<file path="src/rtl/carregador_padroes.sv">
// rtl/carregador_padroes.sv - stages eight 16-bit pattern words and commits them to P1..P8 atomically
module carregador_padroes (
  input  logic        Clock,
  input  logic        Reset,
  input  logic [15:0] Dado,
  input  logic        Valido,
  input  logic        Abortar,
  output logic        Pronto,
  output logic [2:0]  Contador,
  output logic        Quadro,
  output logic [15:0] P1,
  output logic [15:0] P2,
  output logic [15:0] P3,
  output logic [15:0] P4,
  output logic [15:0] P5,
  output logic [15:0] P6,
  output logic [15:0] P7,
  output logic [15:0] P8
);

  typedef enum logic [1:0] {
    INICIO = 2'd0,
    CARGA  = 2'd1,
    COMMIT = 2'd2
  } state_t;

  state_t      state;
  logic        pronto;
  logic        quadro;
  logic [2:0]  contador;
  logic [15:0] staging  [8];
  logic [15:0] padroes  [8];

  always_ff @(posedge Clock) begin
    if (Reset) begin
      state    <= INICIO;
      pronto   <= 1'b0;
      quadro   <= 1'b0;
      contador <= 3'd0;
      for (int i = 0; i < 8; i++) begin
        staging[i] <= 16'h0000;
        padroes[i] <= 16'h0000;
      end
    end else begin
      quadro <= 1'b0;
      case (state)
        INICIO: begin
          state  <= CARGA;
          pronto <= 1'b1;
        end
        CARGA: begin
          // Abort takes priority over a simultaneous valid word
          if (Abortar) begin
            contador <= 3'd0;
          end else if (Valido) begin
            staging[contador] <= Dado;
            contador          <= contador + 3'd1;
            if (contador == 3'd7) begin
              state  <= COMMIT;
              pronto <= 1'b0;
            end
          end
        end
        COMMIT: begin
          for (int i = 0; i < 8; i++) begin
            padroes[i] <= staging[i];
          end
          quadro <= 1'b1;
          state  <= CARGA;
          pronto <= 1'b1;
        end
        default: begin
          state  <= INICIO;
          pronto <= 1'b0;
        end
      endcase
    end
  end

  assign Pronto   = pronto;
  assign Quadro   = quadro;
  assign Contador = contador;
  assign P1 = padroes[0];
  assign P2 = padroes[1];
  assign P3 = padroes[2];
  assign P4 = padroes[3];
  assign P5 = padroes[4];
  assign P6 = padroes[5];
  assign P7 = padroes[6];
  assign P8 = padroes[7];

endmodule

</file>
<file path="config.mk">
export PLATFORM = sky130hd
export DESIGN_NAME = carregador_padroes
export DESIGN_NICKNAME = d
export VERILOG_FILES = /design/src/rtl/carregador_padroes.sv
export SDC_FILE = /design/constraint.sdc
export NUM_CORES = 1
export LEC_CHECK = 0
export BUFFER_PORTS_ARGS = -buffer_cell sky130_fd_sc_hd__clkbuf_2
export CAP_MARGIN = 20
export CORE_MARGIN = 3
export CORE_UTILIZATION = 45
export CTS_BUF_LIST = sky130_fd_sc_hd__clkbuf_4
export CTS_CLUSTER_DIAMETER = 60
export CTS_CLUSTER_SIZE = 20
export DETAILED_ROUTE_END_ITERATION = 8
export HOLD_SLACK_MARGIN = 0.12
export PLACE_DENSITY = 0.76
export SLEW_MARGIN = 20
export SYNTH_ARGS = -nofsm -noshare
export SYNTH_HDL_FRONTEND = slang
export SYNTH_SLANG_ARGS = --single-unit
export TNS_END_PERCENT = 1
</file>
<file path="constraint.sdc">
create_clock -name Clock -period 4.5 [get_ports Clock]
set_input_delay 0.45 -clock Clock [delete_from_list [all_inputs] [get_ports Clock]]
set_output_delay 0.45 -clock Clock [all_outputs]
set_load 0.02 [all_outputs]
</file>
==> flow_summary.toml, run 1 <==
[timing]
finalSetupTns_ps = 0
setup_viol = 0
rsz0062_at_grt = "false"
finalCriticalPeriod_ps = 2520
fin_skew_ps = 41.6
period_share = 0.560
worst_slack_ps = 1980
slew_headroom = 0.347
worst_pin_slew_ps = 978
hold_viol_final = 0
max_freq_ghz = 0.397
maxSlewViolCount = 0

[detailed_routing]
drtIter0Drc = 658
wire_per_inst_um = 18.8
drt_first_pass_iters = 5
vias = 5284
ant_nets = 0
route.detailed.drc = 0
routed_wl_um = 20000
routed_via_density = 4.95

[logic_synthesis]
synth_area_leaders = "edfxtp_1 (79%), and2_1 (7.2%), nor2_1 (4.4%)"
ys_ff_latch = 263
syn_area_um2 = 9710
ys_seq_area_frac = 0.806
synthMuxAreaShare = 0
synth_nets = 648
ys_warn_count = 0
synth_xor_area_frac = 0
synth_cells = 626
synth_top_family_by_area = "simple AND/OR/NAND/NOR gates"
synthSimpleGateAreaFrac = 0.165
synth_compound_area_frac = 0.0112
avgSynthCellArea_um2 = 15.5
synth_top_cell_area_share = 0.792
synth.distinct_cells = 27
synthAdderAreaFrac = 0.00258
synth_top_area_cell = "edfxtp_1"

[die]
ios = 153
die_x_um = 153
dieArea_um2 = 23400
die_h_um = 153
initial_core_util = 0.461
coreArea_um2 = 21100
rows = 53

[global_routing]
grt_remaining_overflow = 0
grt_pass1_vias = 5158
grt_max_degree = 62
grt_antenna_before_repair = 1
grt_pass1_wl_um = 30400
grt_util_all_layers = 0.169

[clock_network]
ctsRootBufferMaster = "clkbuf_4"
cts_repair_resize_count = 0
cts_sinks = 263
worstSkewPairLatency_ps = 650
clockBufferDepth = 3
clk_pin_slew_ps = 210
cts_tree = "built"
numCtsBuffers = 17
cts.htree.levels = 1

[place]
portBuffers = 152
gp_congestion = 0.815
dp_slack_ps = 1680
place.detailed.hpwl_um = 13800

[power_and_ir_drop]
seqPwrFrac = 0.704
pwr-share-comb = 0.057
power_density_nw_per_um2 = 359
leakagePower_nw = 4.22
power.switching_fraction = 0.222
pwr-share-clk = 0.239
peakVddDrop_v = 0.000174
p_switching_uw = 882
p_int_mw = 3.09

[worst_setup_path]
crit_chain = "or4b_1 -> nor2b_4 -> or2_2"
arrival_ps = 2840
r2r_slack_ps = 1980
ff2ff_path_depth = 3
crit_buf_inv = 0
crit_type = "flip-flop to flip-flop"
cpMaxStageDelayCell = "or4b_1"
cp_max_fo = 18
cp.required_ps = 4820
cp.depth = 3
slowest_delay_ps = 900
end_kind = "flip-flop"
start_kind = "flip-flop"
path_delay_family = "simple AND/OR/NAND/NOR gates"

[run_status]
status = "finished, final reports clean"

[layout]
drive_gt1_frac = 0.248
syn_to_final_growth_pct = 14.0
layout.nets = 802
layout_common_cells = "edfxtp_1 (256), clkbuf_2 (152), nor2_1 (113)"
final_common_cell = "edfxtp_1"

[hold_path]
min_path_cells = 4
hp-class = "primary input to flip-flop"

[run]
cap_viol_max_count = 0
-- worst min-delay path, delay by kind of cell --
family,cells,cell delay (ps)
compound gates,2,200
buf+inv,1,90
simple gates,1,50
-- synth_stat cells --
library cell / number
nor4b_1: 1
nand2_1: 32
nand3_1: 3
or4b_1: 1
buf_2: 4
ha_1: 2
dfxtp_1: 7
nor2b_4: 1
buf_6: 2
and3_1: 1
clkbuf_1: 24
a21oi_1: 5
nor4bb_1: 1
and2_1: 112
nand2b_1: 3
nor2b_1: 34
a211o_1: 1
o21ai_0: 3
inv_1: 2
edfxtp_1: 256
nor2_1: 114
and3b_1: 2
clkbuf_2: 2
nand3b_1: 3
and4b_1: 1
a21o_1: 8
or2_2: 1
-- cell families (layout without fill, tap and decap cells) --
logic type | count (synthesis) | count (layout)
compound gates | 17 | 17
fa+ha+maj | 2 | 2
buf+inv | 34 | 199
flops | 263 | 263
other cells | 0 | 1
simple gates | 310 | 310
-- flip-flops by register name (all words and copies together) (netlist names) --
| name | cells |
|---|---|
| padroes | 128 |
| staging | 128 |
| state | 2 |
| Pronto | 1 |
| Quadro | 1 |
| Contador | 3 |
-- per-stage QoR --
stage	std cells	utilization	hold slack (ps)	cell area [um^2]	power (mW)
after floorplan	626	-	465	9710	2.97
after global placement	1027	0.510	500	10800	3.07
after detailed placement	1027	0.510	506	10800	3.07
after CTS	1063	0.523	121	11000	3.98
after global routing	1067	0.525	128	11100	4.11
final	1067	0.525	160	11100	3.97
-- layout make-up --
| type | count | area [um^2] |
|---|---|---|
| fillers | 1740 | 10000 |
| multi-input cells | 329 | 1780 |
| clock inverters | 5 | 26.3 |
| well taps | 275 | 344 |
| clock buffers | 25 | 188 |
| inverters | 2 | 7.51 |
| repair buffers | 167 | 898 |
| flip-flops and latches | 263 | 7830 |
| diodes | 1 | 2.50 |
-- path summary, 6_finish.rpt --
check	from	to
max	Contador[2]	staging[0][6]
min	Valido	Contador[0]
max reg2reg	Contador[2]	staging[0][6]
min reg2reg	staging[6][14]	padroes[1][46]
-- routing by layer --
layer / GRT usage / vias up / share of wire
li1: - / 2467 / -
met1: 0.243 / 2531 / 0.42
met2: 0.266 / 242 / 0.47
met3: 0.0306 / 44 / 0.078
met4: 0.0564 / 0 / 0.028
met5: 0 / - / 0
-- power groups by stage --
stage	Clock, mW	Sequential (mW)	Combinational, mW
after floorplan	0	2.90	0.0687
after global placement	0	2.85	0.219
after detailed placement	0	2.85	0.223
after CTS	0.961	2.79	0.227
after global routing	1.07	2.80	0.242
final	0.949	2.79	0.226
-- repair_timing --
item / in CTS / in global routing
endpoints found under the setup margin: 0 / 0
hold buffers: 6 / 1
buffers inserted: 0 / 0
hold endpoints to repair: 6 / 1
No activity file was read; power rests on OpenSTA's default activity.
==> run 2, diff against run 1 <==
--- a/config.mk
+++ b/config.mk
@@ -5,6 +5,7 @@
 export SDC_FILE = /design/constraint.sdc
 export NUM_CORES = 1
 export LEC_CHECK = 0
+export ABC_AREA = 1
 export BUFFER_PORTS_ARGS = -buffer_cell sky130_fd_sc_hd__clkbuf_2
 export CAP_MARGIN = 20
 export CORE_MARGIN = 3
==> constraint.sdc (replaced) <==
create_clock -name Clock -period 2.31 [get_ports Clock]
set_input_delay 0.231 -clock Clock [delete_from_list [all_inputs] [get_ports Clock]]
set_output_delay 0.231 -clock Clock [all_outputs]
set_load 0.02 [all_outputs]
==> flow_summary.toml, run 2 <==
[run_status]
status = "finished, final reports clean"

[timing]
finalCriticalPeriod_ps = 2150
rsz0062_at_grt = "false"
fin_skew_ps = 37.9
setup_viol = 0
worst_pin_slew_ps = 691
max_freq_ghz = 0.465
slew_headroom = 0.538
period_share = 0.932
maxSlewViolCount = 0
worst_slack_ps = 157
finalSetupTns_ps = 0
hold_slack_ps = 166
hold_viol_final = 0

[logic_synthesis]
syn_area_um2 = 9900
ys_warn_count = 0
yosys.cell_count.top_type = "nor2_1"
synth_edf_count = 256
synth.distinct_cells = 24
synth_top_cell_area_share = 0.776
ys_seq_area_frac = 0.791
synth_top_cells_by_count = "nor2_1 (258), edfxtp_1 (256), inv_1 (152)"
synth_area_leaders = "edfxtp_1 (78%), nor2_1 (9.8%), inv_1 (5.8%)"
avgSynthCellArea_um2 = 13.3
synthArstFlopShare = 0
ys_ff_latch = 263
synth_cells = 742
synth_top_area_cell = "edfxtp_1"
synth_nets = 764
synth_ff_type = "edfxtp_1"

[worst_setup_path]
cpMaxStageDelayCell = "dlygate4sd3_1"
cp_max_fo = 3
crit_type = "flip-flop to flip-flop"
arrival_ps = 2730
crit_chain = "inv_2 -> nand2_2 -> inv_1 -> o21ai_0 -> nand3_1 -> dlygate4sd3_1 -> nand2_1 -> dlygate4sd3_1"
end_kind = "flip-flop"
cp.required_ps = 2880
start_kind = "flip-flop"
path_common_cell = "dlygate4sd3_1"
slowest_delay_ps = 560

[place]
gp_congestion = 0.781
place.detailed.hpwl_um = 12600
dp_slack_ps = 290
portBuffers = 152
place_area_um2 = 11000

[die]
rows = 53
initial_core_util = 0.465
ios = 153
coreArea_um2 = 21300
die_x_um = 154
die_h_um = 154
dieArea_um2 = 23800

[clock_network]
cts.htree.levels = 1
cts_sinks = 263
clk_pin_slew_ps = 210
worstSkewPairLatency_ps = 650
clockBufferDepth = 3
numCtsBuffers = 17
cts_tree = "built"
ctsRootBufferMaster = "clkbuf_4"

[power_and_ir_drop]
peakVddDrop_v = 0.000335
power_density_nw_per_um2 = 694
leakagePower_nw = 4.91

[global_routing]
grt_pass1_vias = 5366
grt_remaining_overflow = 0
grt_pass1_wl_um = 30200
grt_max_degree = 48
grt_util_all_layers = 0.163
grt_antenna_before_repair = 1

[layout]
drive_gt1_frac = 0.236
layout_common_cells = "nor2_1 (258), edfxtp_1 (256), clkbuf_2 (152)"
postLayoutCellArea_um2 = 11400
layout.nets = 943
final_common_cell = "nor2_1"
syn_to_final_growth_pct = 15.3

[hold_path]
hp-class = "primary input to flip-flop"

[detailed_routing]
ant_nets = 0
vias = 5589
route.detailed.drc = 0
routed_via_density = 4.63
routed_wl_um = 19500
drtIter0Drc = 473
wire_per_inst_um = 16.1
drt_first_pass_iters = 5

[run]
cap_viol_max_count = 0
-- run 2: kinds of logic after synthesis --
group                    Yosys count  share of synthesized area
buffers and inverters            180                     0.0775
adder cells (fa/ha/maj)            2                    0.00253
AND/OR/NAND/NOR                  293                      0.127
flip-flops                       263                      0.791
AO/OA/AOI/OAI                      4                    0.00202
-- run 2: power by group --
| group | internal, mW | switching [mW] |
|---|---|---|
| Clock | 0.637 | 1.33 |
| Combinational | 0.129 | 0.382 |
| Sequential | 5.39 | 0.0560 |
-- run 2: through the flow --
step | cells | utilization | total power, mW
after floorplan | 742 | - | 5.84
after global placement | 1162 | 0.517 | 6.05
after detailed placement | 1162 | 0.517 | 6.05
after CTS | 1205 | 0.535 | 7.99
after global routing | 1207 | 0.536 | 8.23
final | 1207 | 0.536 | 7.93
-- run 2: what timing repair did --
item,4_1_cts,5_1_grt
resized for setup,0,5
hold buffers,14,0
buffers inserted,0,0
endpoints found under the setup margin,0,2
hold endpoints to repair,44,0
-- run 2: critical path, delay by kind of cell (launching register included) --
| family | cells | cell delay, ps |
|---|---|---|
| AOI/OAI and AO/OA | 1 | 160 |
| and+or+nand+nor | 3 | 240 |
| DFF | 1 | 390 |
| buffers and inverters | 4 | 1300 |
-- run 2: path summary, 6_finish.rpt --
path | depth (start not counted) | start | to | slack (ps)
hold / removal | 3 | Dado[10] | staging[7][10] | 170
setup / recovery | 8 | state[1] | Contador[2] | 160
setup reg to reg | 8 | state[1] | Contador[2] | 160
hold reg to reg | 2 | Pronto | Pronto | 510
-- run 2: area by class of cell --
cell class                      instances  area (um^2)
Tap cell                              275          344
Clock inverter                          3         46.3
Multi-Input combinational cell        299         1330
Clock buffer                           26          195
Sequential cell                       263         7830
Inverter                              154          581
Timing Repair Buffer                  186         1090
Antenna cell                            1         2.50
Fill cell                            1774         9870
-- run 2: per-layer routing --
layer / wire, um / global-route usage / up-vias
li1: - / - / 2710
met1: 8740 / 0.241 / 2655
met2: 8820 / 0.252 / 187
met3: 1360 / 0.0288 / 37
met4: 539 / 0.0479 / 0
met5: 0 / 0 / -
